$ cat src/rtl/fetch_unit_if.sv
// Fetch-stage signal bundle: instruction-memory request/response and decode handoff.
// master = fetch unit side, slave = memory/decode environment side.
interface fetch_unit_if #(
  parameter int ADDR_WIDTH = 32,
  parameter int DATA_WIDTH = 32
);
  logic                  PCsrc;
  logic [ADDR_WIDTH-1:0] ImmOp;
  logic                  imem_req_o;
  logic [ADDR_WIDTH-1:0] imem_addr_o;
  logic                  imem_ready_i;
  logic                  imem_rvalid_i;
  logic [DATA_WIDTH-1:0] imem_rdata_i;
  logic [DATA_WIDTH-1:0] instr_o;
  logic                  instr_valid_o;
  logic                  instr_ready_i;
  logic [ADDR_WIDTH-1:0] pc_o;

  modport master (
    input  PCsrc, ImmOp, imem_ready_i, imem_rvalid_i, imem_rdata_i, instr_ready_i,
    output imem_req_o, imem_addr_o, instr_o, instr_valid_o, pc_o
  );

  modport slave (
    output PCsrc, ImmOp, imem_ready_i, imem_rvalid_i, imem_rdata_i, instr_ready_i,
    input  imem_req_o, imem_addr_o, instr_o, instr_valid_o, pc_o
  );
endinterface

$ cat src/rtl/fetch_unit.sv
// Instruction-fetch stage: one outstanding imem read, buffers the word for decode,
// then advances the PC by 4 or by the decode-supplied branch offset.
module fetch_unit #(
  parameter int                    ADDR_WIDTH = 32,
  parameter int                    DATA_WIDTH = 32,
  parameter logic [ADDR_WIDTH-1:0] RESET_PC   = '0
) (
  input  logic          clk,
  input  logic          rst,
  fetch_unit_if.master  bus,
  output logic [1:0]    dbg_state
);

  // Handshakes: an imem request transfers on a cycle with imem_req_o && imem_ready_i;
  // a response transfers on imem_rvalid_i while waiting; decode consumes on
  // instr_valid_o && instr_ready_i. Handshake inputs outside their state are ignored.

  typedef enum logic [1:0] {
    S_REQ  = 2'd0,
    S_WAIT = 2'd1,
    S_HOLD = 2'd2
  } state_t;

  localparam logic [ADDR_WIDTH-1:0] PC_STEP = ADDR_WIDTH'(4);

  state_t                state_q, state_d;
  logic [ADDR_WIDTH-1:0] pc_q, pc_d;
  logic [DATA_WIDTH-1:0] instr_q, instr_d;
  logic                  valid_q, valid_d;
  logic                  req;

  always_ff @(posedge clk or posedge rst) begin
    if (rst) begin
      state_q <= S_REQ;
      pc_q    <= RESET_PC;
      instr_q <= '0;
      valid_q <= 1'b0;
    end else begin
      state_q <= state_d;
      pc_q    <= pc_d;
      instr_q <= instr_d;
      valid_q <= valid_d;
    end
  end

  always_comb begin
    state_d = state_q;
    pc_d    = pc_q;
    instr_d = instr_q;
    valid_d = valid_q;
    req     = 1'b0;
    unique case (state_q)
      S_REQ: begin
        req = 1'b1;
        if (bus.imem_ready_i) state_d = S_WAIT;
      end
      S_WAIT: begin
        if (bus.imem_rvalid_i) begin
          instr_d = bus.imem_rdata_i;
          valid_d = 1'b1;
          state_d = S_HOLD;
        end
      end
      S_HOLD: begin
        if (bus.instr_ready_i) begin
          valid_d = 1'b0;
          // Modulo-2^ADDR_WIDTH add; carry out is intentionally dropped.
          pc_d    = pc_q + (bus.PCsrc ? bus.ImmOp : PC_STEP);
          state_d = S_REQ;
        end
      end
      default: state_d = S_REQ;
    endcase
  end

  // Request is gated by rst directly so it drops the instant reset asserts.
  assign bus.imem_req_o    = req & ~rst;
  assign bus.imem_addr_o   = pc_q;
  assign bus.pc_o          = pc_q;
  assign bus.instr_o       = instr_q;
  assign bus.instr_valid_o = valid_q;
  assign dbg_state         = state_q;

endmodule

$ cat src/flat_wrapper.sv
// flat-port wrapper written by rule: the top's interface ports become plain ports
module fetch_unit_flat 
#(
  parameter int                    ADDR_WIDTH = 32,
  parameter int                    DATA_WIDTH = 32,
  parameter logic [ADDR_WIDTH-1:0] RESET_PC   = '0
)
  (clk, rst, dbg_state, bus_PCsrc, bus_ImmOp, bus_imem_ready_i, bus_imem_rvalid_i, bus_imem_rdata_i, bus_instr_ready_i, bus_imem_req_o, bus_imem_addr_o, bus_instr_o, bus_instr_valid_o, bus_pc_o);
  fetch_unit_if #(.ADDR_WIDTH(ADDR_WIDTH), .DATA_WIDTH(DATA_WIDTH)) bus_i ();
  input  logic clk;
  input  logic rst;
  output logic [1:0] dbg_state;
  input wire logic [$bits(bus_i.PCsrc)-1:0] bus_PCsrc;
  input wire logic [$bits(bus_i.ImmOp)-1:0] bus_ImmOp;
  input wire logic [$bits(bus_i.imem_ready_i)-1:0] bus_imem_ready_i;
  input wire logic [$bits(bus_i.imem_rvalid_i)-1:0] bus_imem_rvalid_i;
  input wire logic [$bits(bus_i.imem_rdata_i)-1:0] bus_imem_rdata_i;
  input wire logic [$bits(bus_i.instr_ready_i)-1:0] bus_instr_ready_i;
  output wire logic [$bits(bus_i.imem_req_o)-1:0] bus_imem_req_o;
  output wire logic [$bits(bus_i.imem_addr_o)-1:0] bus_imem_addr_o;
  output wire logic [$bits(bus_i.instr_o)-1:0] bus_instr_o;
  output wire logic [$bits(bus_i.instr_valid_o)-1:0] bus_instr_valid_o;
  output wire logic [$bits(bus_i.pc_o)-1:0] bus_pc_o;
  assign bus_i.PCsrc = bus_PCsrc;
  assign bus_i.ImmOp = bus_ImmOp;
  assign bus_i.imem_ready_i = bus_imem_ready_i;
  assign bus_i.imem_rvalid_i = bus_imem_rvalid_i;
  assign bus_i.imem_rdata_i = bus_imem_rdata_i;
  assign bus_i.instr_ready_i = bus_instr_ready_i;
  assign bus_imem_req_o = bus_i.imem_req_o;
  assign bus_imem_addr_o = bus_i.imem_addr_o;
  assign bus_instr_o = bus_i.instr_o;
  assign bus_instr_valid_o = bus_i.instr_valid_o;
  assign bus_pc_o = bus_i.pc_o;
  fetch_unit #(.ADDR_WIDTH(ADDR_WIDTH), .DATA_WIDTH(DATA_WIDTH), .RESET_PC(RESET_PC)) u_core (.clk(clk), .rst(rst), .bus(bus_i), .dbg_state(dbg_state));
endmodule
$ cat config.mk
export PLATFORM = sky130hd
export DESIGN_NAME = fetch_unit_flat
export DESIGN_NICKNAME = d
export VERILOG_FILES = /design/src/rtl/fetch_unit_if.sv /design/src/rtl/fetch_unit.sv /design/src/flat_wrapper.sv
export SDC_FILE = /design/constraint.sdc
export NUM_CORES = 1
export LEC_CHECK = 0
export CAP_MARGIN = 0
export CORE_UTILIZATION = 25
export CTS_CLUSTER_DIAMETER = 150
export DETAILED_ROUTE_END_ITERATION = 7
export HOLD_SLACK_MARGIN = 0.02
export SKIP_LAST_GASP = 1
export SLEW_MARGIN = 20
export SYNTH_ARGS = -nofsm -noshare
export SYNTH_HDL_FRONTEND = slang
export SYNTH_SLANG_ARGS = --single-unit
export TNS_END_PERCENT = 1
$ cat constraint.sdc
create_clock -name clk -period 3.5 [get_ports clk]
set_input_delay 0.7 -clock clk [delete_from_list [all_inputs] [get_ports clk]]
set_output_delay 0.7 -clock clk [all_outputs]
set_load 0.01 [all_outputs]
== Word-level counts from Yosys, hierarchy flattened ==
Cells that the tools add are included.

* Add/subtract/negate cells: 1
* Equality and inequality tests: 5
* Multiplexer cells: 9
* Bitwise logic cells: 2
* Reductions and logical operators: 6

{| class="wikitable"
|+ Operator list
! operator !! count
|-
| $add A32 B32 Y32 || 1
|-
| $mux W32 || 1
|-
| $mux W2 || 3
|-
| $ne A2 B2 Y1 const B || 3
|-
| $pmux W2 S3 || 1
|-
| $reduce_and A3 Y1 || 2
|-
| $reduce_and A2 Y1 || 2
|-
| $mux W1 || 3
|-
| $eq A2 B1 Y1 const B || 1
|-
| $eq A2 B2 Y1 const B || 1
|-
| $logic_not A2 Y1 || 1
|-
| $pmux W1 S2 || 1
|-
| $reduce_bool A2 Y1 || 1
|-
| $and A1 B1 Y1 || 1
|-
| $not A1 Y1 || 1
|}

* Bits in registers: 67
* Input port bits: 70
* Output and inout port bits: 100

== Longest topological paths before layout ==
Gate-level depths: netlist (run 1).

* Word-level depth: 3
* Gate-level depth with buffers: 13

== Least setup slack after synthesis (run 1) ==
OpenSTA, ideal clock, no wires.

* Kind: input to register
* Start point: in bus_PCsrc
* End point: reg u_core.pc_q[28] (netlist: u_core.bus.imem_addr_o[28])
* Library setup time: 0.124 ns
* Data arrival time: 3.038 ns
* Data required time: 3.376 ns
* Slack: 0.337 ns
* Stages on the path: 13
* Cell sequence: clkbuf_1 -> and2_1 -> ha_1 -> fa_1 -> a21oi_1 -> o21ai_1 -> a21oi_2 -> o21ai_1 -> a211o_1 -> a211oi_2 -> a211o_1 -> a211o_1 -> nand3_1

* Cells in the longest elaborated chain, start to end: 2

{| class="wikitable"
|+ Ends and longest elaborated chain
! what !! line !! text
|-
| from (decl) || flat_wrapper.sv:13 || <nowiki>input wire logic [$bits(bus_i.PCsrc)-1:0] bus_PCsrc;</nowiki>
|-
| $mux W32 || fetch_unit.sv:68 || <nowiki>pc_d = pc_q + (bus.PCsrc ? bus.ImmOp : PC_STEP);</nowiki>
|-
| $add A32 B32 Y32 || fetch_unit.sv:68 ||
|-
| to (signal assigned) || fetch_unit.sv:40 || <nowiki>pc_q <= pc_d;</nowiki>
|-
| to (decl) || fetch_unit.sv:27 || <nowiki>logic [ADDR_WIDTH-1:0] pc_q, pc_d;</nowiki>
|}

Every way passes these cells.
A chain may end at the register's enable or synchronous reset.

== Worst setup path in the final report (run 1) ==
* Start point: in bus_ImmOp[0]
* End point: reg u_core.pc_q[20] (netlist: u_core.bus.imem_addr_o[20])

* Cells in the longest elaborated chain, start to end: 2

{| class="wikitable"
|+ Ends and longest elaborated chain
! what !! line !! text
|-
| from (decl) || flat_wrapper.sv:14 || <nowiki>input wire logic [$bits(bus_i.ImmOp)-1:0] bus_ImmOp;</nowiki>
|-
| $mux W32 || fetch_unit.sv:68 ||
|-
| $add A32 B32 Y32 || fetch_unit.sv:68 ||
|}

Every way passes these cells.

==> metrics.txt, run 1 <==
Max Cap Viol=0; total power=between 5 and 6 mW; DR pass1 iterations=4; GPL Wtd Cong=roughly 0.89; Worst Hold Slack=slightly below 0.5 ns; Initial Util=about a quarter; Die Height=around 140 µm; antenna violations before repair=0; arrival time worst endpoint=3.49 ns; sequential-to-total area share from yosys stat=roughly 37%; relative slew slack=61.7%; Yosys warnings=0; Hold Crit Class=flip-flop to flip-flop; synthesized area per cell=around 9.4 µm²; first-pass GRT wire length=22.1 mm; largest net degree at the start of global routing=60; Reg clk slew, reported paths=0.06 ns; post-route setup TNS=0 ns; Setup WS post-layout=0.210 ns; syn nets=~590; Crit path max-delay family=compound AO/OA/AOI/OAI gates; clk buf depth=2; register area=between 0.0015 and 0.002 mm²; Post-synth EDFFs=0; CP Launch Type=input pin; Die ar.=approximately 0.019 mm²; minimum clock period=3.29 ns; Synth area leader=dfrtp_1; multiplexer share of the synthesized area=under 10%; Nets=just under 800; CP required=~3.7 ns; area of the multi-input gates=about 0.0026 mm²; most frequent CP cell=o21ai_1; Post-route DRC=0; P_leak=around 3.1 nW; Critical-path top delay cell=clkdlybuf4s50_1; FF+latch count, synth=between 60 and 70; Stages on worst setup path=13; Die W=around 140 µm; XOR/XNOR share of the synthesized area=5.54%; post-DP HPWL=approximately 11 mm; core area=between 0.015 and 0.02 mm²; # diodes=0; final setup vio count=0; vias=4150; overall routed net length=between 10 and 15 mm; critical-path maximum fanout=4; initial DRC count=around 230; area grow syn2layout=54.8%; GR Overflow Total=0; Setup Crit Path Kind=input pin to flip-flop; IO buf count=between 150 and 200; filler instances=approximately 1800; Worst Tran Pin Value=approximately 0.57 ns; H-tree levels=3; asr flop ratio synth=100%; Mapped Cells=around 490; Place WS=-0.326 ns; status=finished clean; top cells by area, synth=dfrtp_1 37%, ha_1 8.7%, mux2_2 8.1%; vias per cell=approximately 4.5; Routed wire per std cell=roughly 15 µm; # hold bufs at CTS=0; crit-path max cell delay=roughly 0.42 ns; clock sinks=67; Slew Viols, Final=0; worst hold path depth=2; Worst Skew=slightly below 0.009 ns; synthesized area=around 0.0046 mm²; compound-gate portion of the synthesized area=~17%; Buffers & Inverters on Critical Path=2; GRT Total Usage=~15%; fraction of final layout cells sized beyond drive strength 1=between 10% and 20%; crit path cell chain=clkdlybuf4s50_1, and2_1, ha_1, fa_1, a21oi_2, o21ai_1, a21oi_2, o21ai_1, a211o_1, a211oi_4, buf_4, xor2_1, o21ai_1; CTS root buf=clkbuf_16; adder-cell share of the synthesized area=9.18%; largest family of logic cells by synthesized area=compound AO/OA/AOI/OAI gates; TritonCTS Buffers=9; Fmax achieved=about 300 MHz; antenna-violating nets left=0; Hold Fails Final Rpt=0; RSZ-0062 raised after global routing=false; number of global-route vias before repair=about 4300; Peak VDD IR=around 0.33 mV; Rows=slightly below 50; Power per Cell Area=slightly above 800 mW/mm²; simple-gate area share of the yosys netlist=between 15 and 20%; count leader, synth=dfrtp_1; worst reg-to-reg path cell count=11; Tcrit/Tclk final=between 90% and 100%; Yosys cell types=48; Most used DFF post-synth=dfrtp_1; Finished Layout Cells=between 900 and 1000; CTS tree=built; post-synth top area share=a little over a third; Ports=170; Synth top cells by count=67 x dfrtp_1, 63 x nand2_1, 34 x buf_4; CP endpoint kind=flip-flop; Worst-Skew Late Latency=approximately 0.34 ns; placed cell count=901
-- flip-flops by register name, summed over array words and instances, names as in the netlist --
name / cells
u_core.bus.imem_addr_o: 32
u_core.bus.instr_valid_o: 1
u_core.bus.instr_o: 32
u_core.dbg_state: 2
-- layer usage --
metal	up-vias	wire (µm)	global-route usage, %	share of wire (%)
met4	0	218	5.62	1.6
met3	13	857	3.46	6.3
li1	2068	-	-	-
met5	-	0	0	0
met2	119	6610	25.9	48
met1	1950	5990	19.3	44
-- power by group --
part	internal [mW]	leakage, nW	total [mW]	switching, mW
combinational	1.91	2.19	3.35	1.44
clock	0.560	0.144	0.937	0.377
sequential	1.14	0.816	1.47	0.327
-- logic make-up after synthesis --
| family | Yosys count |
|---|---|
| xor+xnor | 29 |
| fa+ha+maj | 33 |
| buf+inv | 61 |
| mux | 34 |
| flops | 67 |
| compound gates | 116 |
| simple gates | 149 |
-- layout by cell type, fill, tap and decap left out, types with 15 or more instances in the layout --
| cell type | instances |
|---|---|
| a21oi_1 | 29 |
| and2_1 | 31 |
| nor2_1 | 15 |
| mux2_2 | 33 |
| xor2_1 | 16 |
| dfrtp_1 | 67 |
| a21o_1 | 15 |
| o21ai_0 | 17 |
| buf_4 | 65 |
| ha_1 | 32 |
| nand2_1 | 63 |
| o21ai_1 | 19 |
| clkdlybuf4s50_1 | 168 |
-- worst min-delay path, stage by stage, from the launching register on --
cell and delay, ns:
dfrtp_1 0.34, nand2_1 0.05, nand2_1 0.06
-- repair_timing --
| action | in CTS | in global routing |
|---|---|---|
| endpoints found under the setup margin | 0 | 12 |
| gates resized for setup | 0 | 9 |
| buffers inserted | 0 | 1 |
| endpoints found under the hold margin | 0 | 0 |
-- final cells by class --
class                   count  area share [%]
flip-flops and latches     67            23.6
repair buffers            237            31.3
clock inverters             6            1.02
multi-input cells         361            36.3
inverters                   9           0.476
well taps                 229            4.04
clock buffers              10            3.23
-- path summary, 6_finish.rpt --
kind,start,endpoint,slack (ns)
worst max-delay path,bus_ImmOp[0],u_core.bus.imem_addr_o[20],0.21
worst min-delay path,u_core.bus.instr_valid_o,u_core.bus.instr_valid_o,0.48
worst max register to register,u_core.bus.imem_addr_o[0],u_core.bus.imem_addr_o[20],0.67
worst min register to register,u_core.bus.instr_valid_o,u_core.bus.instr_valid_o,0.48
max in group asynchronous,rst,u_core.bus.imem_addr_o[2],2.26
min in group asynchronous,rst,u_core.bus.instr_o[27],0.62
-- stage by stage --
| step | cell area (µm²) | utilization [%] |
|---|---|---|
| after detailed placement | 6740 | 37.5 |
| after floorplan | 4580 | - |
| final | 7090 | 39.5 |
| after CTS | 7040 | 39.2 |
| after global routing | 7090 | 39.5 |
| after global placement | 6740 | 37.5 |
(Power assumes the default switching activity.)
==> inputs of run 2 (changes only) <==
--- a/config.mk
+++ b/config.mk
@@ -7,11 +7,12 @@
 export LEC_CHECK = 0
 export CAP_MARGIN = 0
 export CORE_UTILIZATION = 25
+export CTS_BUF_LIST = sky130_fd_sc_hd__clkbuf_4 sky130_fd_sc_hd__clkbuf_8 sky130_fd_sc_hd__clkbuf_16
 export CTS_CLUSTER_DIAMETER = 150
 export DETAILED_ROUTE_END_ITERATION = 7
 export HOLD_SLACK_MARGIN = 0.02
 export SKIP_LAST_GASP = 1
-export SLEW_MARGIN = 20
+export SLEW_MARGIN = 10
 export SYNTH_ARGS = -nofsm -noshare
 export SYNTH_HDL_FRONTEND = slang
 export SYNTH_SLANG_ARGS = --single-unit
==> metrics.txt, run 2 (same netlist as run 1, synthesis figures left out) <==
Reg clk slew, reported paths=0.06 ns (about the same); Slew Viols, Final=0 (unchanged); CP required=3.70 ns (about the same); crit-path max cell delay=0.42 ns (about the same); CP Launch Type=input pin; Worst Skew=0.00881 ns (-0.00000328 ns); GR peak layer=met2; antenna violations before repair=0 (unchanged); setup slack, reg-to-reg=0.67 ns (about the same); Min-Delay Startpoint=u_core.bus.instr_valid_o; most frequent CP cell=o21ai_1; Setup WS post-layout=0.210 ns (unchanged); FF-to-FF Start=u_core.bus.imem_addr_o[0]; critical-path maximum fanout=4 (unchanged); largest net degree at the start of global routing=60 (unchanged); Post-route DRC=0 (unchanged); total power=5.76 mW (+0.13%); Critical-path top delay cell=clkdlybuf4s50_1; Initial Util=25.5% (unchanged); P_leak=3.15 nW (+0.11%); met1 GRT Util=19.3% (unchanged); Rows=49 (unchanged); relative slew slack=61.7% (unchanged); clock sinks=67 (unchanged); most frequent cells in the layout=168 x clkdlybuf4s50_1, 67 x dfrtp_1, 65 x buf_4, 63 x nand2_1, 33 x mux2_2; Worst-Skew Late Latency=0.34 ns (about the same); commonest non-fill, non-tap cell in the layout=clkdlybuf4s50_1; Die Height=137 µm (unchanged); RSZ-0062 raised after global routing=false; Nets=788 (unchanged); # diodes=0 (unchanged); placed cell count=901 (unchanged); CP startpoint=bus_ImmOp[0]; CTS root buf=clkbuf_16; Tcrit/Tclk final=94.0% (unchanged); clk buf depth=2 (unchanged); GR Util met2=25.9% (unchanged); CTS tree=built; arrival time worst endpoint=3.49 ns (about the same); number of global-route vias before repair=4269 (unchanged); Setup Crit Path Kind=input pin to flip-flop; Power per Cell Area=812 mW/mm² (about the same); GRT Total Usage=15.4% (unchanged); initial DRC count=228 (+0.44%); Hold Fails Final Rpt=0 (unchanged); GR Overflow Total=0 (unchanged); first-pass GRT wire length=22.1 mm (unchanged); Finished Layout Cells=919 (unchanged); vias=4150 (unchanged); area grow syn2layout=54.9% (about the same); core area=0.0180 mm² (unchanged); CP endpoint kind=flip-flop; Fmax achieved=304 MHz (unchanged); post-route setup TNS=0 ns (unchanged); post-DP HPWL=10.6 mm (unchanged); Ports=170 (unchanged); H-tree levels=3 (unchanged); Place WS=-0.326 ns (unchanged); overall routed net length=13.7 mm (unchanged); Die ar.=0.0189 mm² (unchanged); vias per cell=4.52 (unchanged); fraction of final layout cells sized beyond drive strength 1=19.1% (+0.14 points); IO buf count=169 (unchanged); final setup vio count=0 (unchanged); Routed wire per std cell=14.9 µm (unchanged); GPL Wtd Cong=0.890 (unchanged); Max Cap Viol=0 (unchanged); Worst Tran Pin Value=0.573 ns (unchanged); minimum clock period=3.29 ns (unchanged); Die W=137 µm (unchanged); met3 Use GR=3.46% (unchanged); TritonCTS Buffers=9 (unchanged); Peak VDD IR=0.333 mV (about the same); crit path cell chain=clkdlybuf4s50_1, and2_1, ha_1, fa_1, a21oi_2, o21ai_1, a21oi_2, o21ai_1, a211o_1, a211oi_4, buf_4, xor2_1, o21ai_1; Hold Crit Class=flip-flop to flip-flop; antenna-violating nets left=0 (unchanged); DR pass1 iterations=4 (unchanged); status=finished clean; # hold bufs at CTS=0 (unchanged)
-- run 2: cell counts in the layout (fill, tap and decap cells not counted) --
Identical to the previous run, type by type.
-- run 2: path summary, 6_finish.rpt --
check                                        endpoint  depth (start not counted)
max                        u_core.bus.imem_addr_o[20]                         13
min                          u_core.bus.instr_valid_o                          2
max reg2reg                u_core.bus.imem_addr_o[20]                         11
min reg2reg                  u_core.bus.instr_valid_o                          2
max in group asynchronous   u_core.bus.imem_addr_o[2]                          3
min in group asynchronous      u_core.bus.instr_o[27]                          2
-- run 2: cell type report --
cell class | instances | area, µm²
Fill cell | 1799 | 10900
Tap cell | 229 | 287
Inverter | 9 | 33.8
Clock buffer | 10 | 233
Multi-Input combinational cell | 361 | 2570
Sequential cell | 67 | 1680
Timing Repair Buffer | 237 | 2220
Clock inverter | 6 | 72.6
-- run 2: metal layers --
layer | vias up | wire length, µm | share of wire (%)
met3 | 13 | 857 | 6.3
met2 | 119 | 6610 | 48
li1 | 2068 | - | -
met4 | 0 | 218 | 1.6
met1 | 1950 | 5990 | 44
met5 | - | 0 | 0
-- run 2: critical path, delay by kind of cell --
family | cells | cell delay [ns]
buffers and inverters | 2 | 0.58
AO/OA/AOI/OAI | 7 | 1.29
adder cells (fa/ha/maj) | 2 | 0.62
XOR/XNOR | 1 | 0.13
AND/OR/NAND/NOR | 1 | 0.17
-- run 2: report_power, final --
part	internal [mW]	switching, mW
clock network	0.567	0.377
registers	1.14	0.327
logic	1.91	1.44
total	3.62	2.15
-- run 2: what timing repair did --
| item | 4_1_cts | 5_1_grt |
|---|---|---|
| gates resized for setup | 0 | 9 |
| setup endpoints to repair | 0 | 12 |
| setup buffers | 0 | 1 |
-- run 2: through the flow --
stage | utilization [%] | hold WS [ns] | area (µm²)
after CTS | 39.2 | 0.483 | 7040
after global routing | 39.5 | 0.517 | 7100
after floorplan | - | 0.515 | 4580
final | 39.5 | 0.482 | 7100
after global placement | 37.5 | 0.466 | 6740
after detailed placement | 37.5 | 0.467 | 6740
==> inputs of run 3 (changes only) <==
==> constraint.sdc (replaced) <==
create_clock -name clk -period 3.4 [get_ports clk]
set_input_delay 0.68 -clock clk [delete_from_list [all_inputs] [get_ports clk]]
set_output_delay 0.68 -clock clk [all_outputs]
set_load 0.01 [all_outputs]
==> metrics.txt, run 3 (same netlist as run 1, synthesis figures left out) <==
status=finished clean; CP endpoint kind=flip-flop; Die ar.=0.0189 mm² (unchanged); Tcrit/Tclk final=~95%; final setup vio count=0 (unchanged); Post-route DRC=0 (unchanged); relative slew slack=47.6% (-14 points); Util after Layout=39.8% (+0.29 points); Power per Cell Area=837 mW/mm² (+3.1%); Worst Hold Slack=0.478 ns (-0.00353 ns); # diodes=0 (unchanged); vias=4223 (+1.8%); Slew Viols, Final=0 (unchanged); Reg clk slew, reported paths=0.06 ns (about the same); largest net degree at the start of global routing=60 (unchanged); CTS tree=built; overall routed net length=13.8 mm (+0.71%); post-route setup TNS=0 ns (unchanged); Rows=49 (unchanged); core area=0.0180 mm² (unchanged); filler instances=1758 (-2.3%); Max Cap Viol=0 (unchanged); number of global-route vias before repair=4256 (-0.30%); TritonCTS Buffers=9 (unchanged); critical-path maximum fanout=4 (unchanged); Routed wire per std cell=14.9 µm (about the same); Worst-Skew Late Latency=0.34 ns (about the same); arrival time worst endpoint=3.46 ns (-0.03 ns); Die W=137 µm (unchanged); P_leak=3.18 nW (+0.84%); Place WS=-0.341 ns (-0.0149 ns); Worst Skew=0.00424 ns (-0.00457 ns); Finished Layout Cells=925 (+0.65%); CTS root buf=clkbuf_16; clk buf depth=2 (unchanged); clock sinks=67 (unchanged); Peak VDD IR=0.321 mV (-3.5%); Die Height=137 µm (unchanged); area grow syn2layout=56.0%; first-pass GRT wire length=21.9 mm (-1.2%); Setup WS post-layout=0.170 ns (-0.0394 ns); antenna violations before repair=0 (unchanged); DR pass1 iterations=4 (unchanged); Initial Util=25.5% (unchanged); Setup Crit Path Kind=input pin to flip-flop; GR Overflow Total=0 (unchanged); H-tree levels=3 (unchanged); post-DP HPWL=10.8 mm (+1.8%); IO buf count=169 (unchanged); commonest non-fill, non-tap cell in the layout=clkdlybuf4s50_1; most frequent cells in the layout=168 x clkdlybuf4s50_1, 72 x buf_4, 67 x dfrtp_1, 63 x nand2_1, 33 x mux2_2; vias per cell=4.57 (+1.1%); antenna-violating nets left=0 (unchanged); GRT Total Usage=15.2% (-0.24 points); fraction of final layout cells sized beyond drive strength 1=20.0% (+0.84 points); Fmax achieved=around 310 MHz; RSZ-0062 raised after global routing=true; Ports=170 (unchanged); Worst Tran Pin Value=0.785 ns (+0.213 ns); initial DRC count=228 (unchanged); CP Launch Type=input pin; placed cell count=908 (+0.78%); minimum clock period=about 3.2 ns; CP required=3.63 ns (-0.07 ns); Nets=794 (+0.76%); GPL Wtd Cong=0.898 (+0.91%); Hold Crit Class=flip-flop to flip-flop; Hold Fails Final Rpt=0 (unchanged)
-- run 3: metrics by stage --
step | cell area (µm²) | total power [mW]
after detailed placement | 6790 | 5.00
after floorplan | 4580 | 3.30
after CTS | 7100 | 6.02
after global placement | 6790 | 4.93
final | 7150 | 5.98
after global routing | 7150 | 6.43
-- run 3: power by group --
group	switching [mW]	internal (mW)
combinational	1.50	1.98
sequential	0.344	1.18
clock	0.388	0.589
-- run 3: cell type report --
class	count	area (µm²)	share of cell area [%]
tap	229	287	4.01
multi-input combinational	361	2580	36.1
inverter	9	33.8	0.473
sequential	67	1680	23.5
clock inverter	5	62.6	0.875
clock buffer	11	240	3.36
timing repair buffer	243	2270	31.7
-- run 3: routing by layer --
metal	part of all wire, %	up-vias	track usage [%]
li1	-	2081	-
met1	44	2028	18.8
met2	49	102	26.1
met3	4.8	12	3.27
met4	1.3	0	4.95
met5	0	-	0
-- run 3: what timing repair did --
| action | 4_1_cts | 5_1_grt |
|---|---|---|
| buffers inserted | 0 | 1 |
| pin swaps | 0 | 2 |
| hold buffers | 0 | 0 |
| setup endpoints to repair | 2 | 15 |
| gates resized for setup | 1 | 9 |
-- run 3: path summary, 6_finish.rpt --
path,from,slack (ns),cells past startpoint,end
max reg2reg,u_core.bus.imem_addr_o[0],0.61,11,u_core.bus.imem_addr_o[28]
min,u_core.bus.instr_valid_o,0.48,2,u_core.bus.instr_valid_o
min reg2reg,u_core.bus.instr_valid_o,0.48,2,u_core.bus.instr_valid_o
max in group asynchronous,rst,1.90,3,u_core.bus.imem_addr_o[19]
min in group asynchronous,rst,0.84,2,u_core.bus.instr_o[7]
max,bus_ImmOp[0],0.17,13,u_core.bus.imem_addr_o[28]
-- run 3: worst max-delay path, stage by stage --
cell	delay, ns
clkdlybuf4s50_1	0.42
and2_1	0.17
ha_1	0.20
fa_1	0.41
a21oi_2	0.18
o21ai_1	0.10
a21oi_2	0.22
o21ai_1	0.11
a211o_1	0.31
a211oi_4	0.27
a211o_1	0.19
a211o_1	0.13
nand3_1	0.07
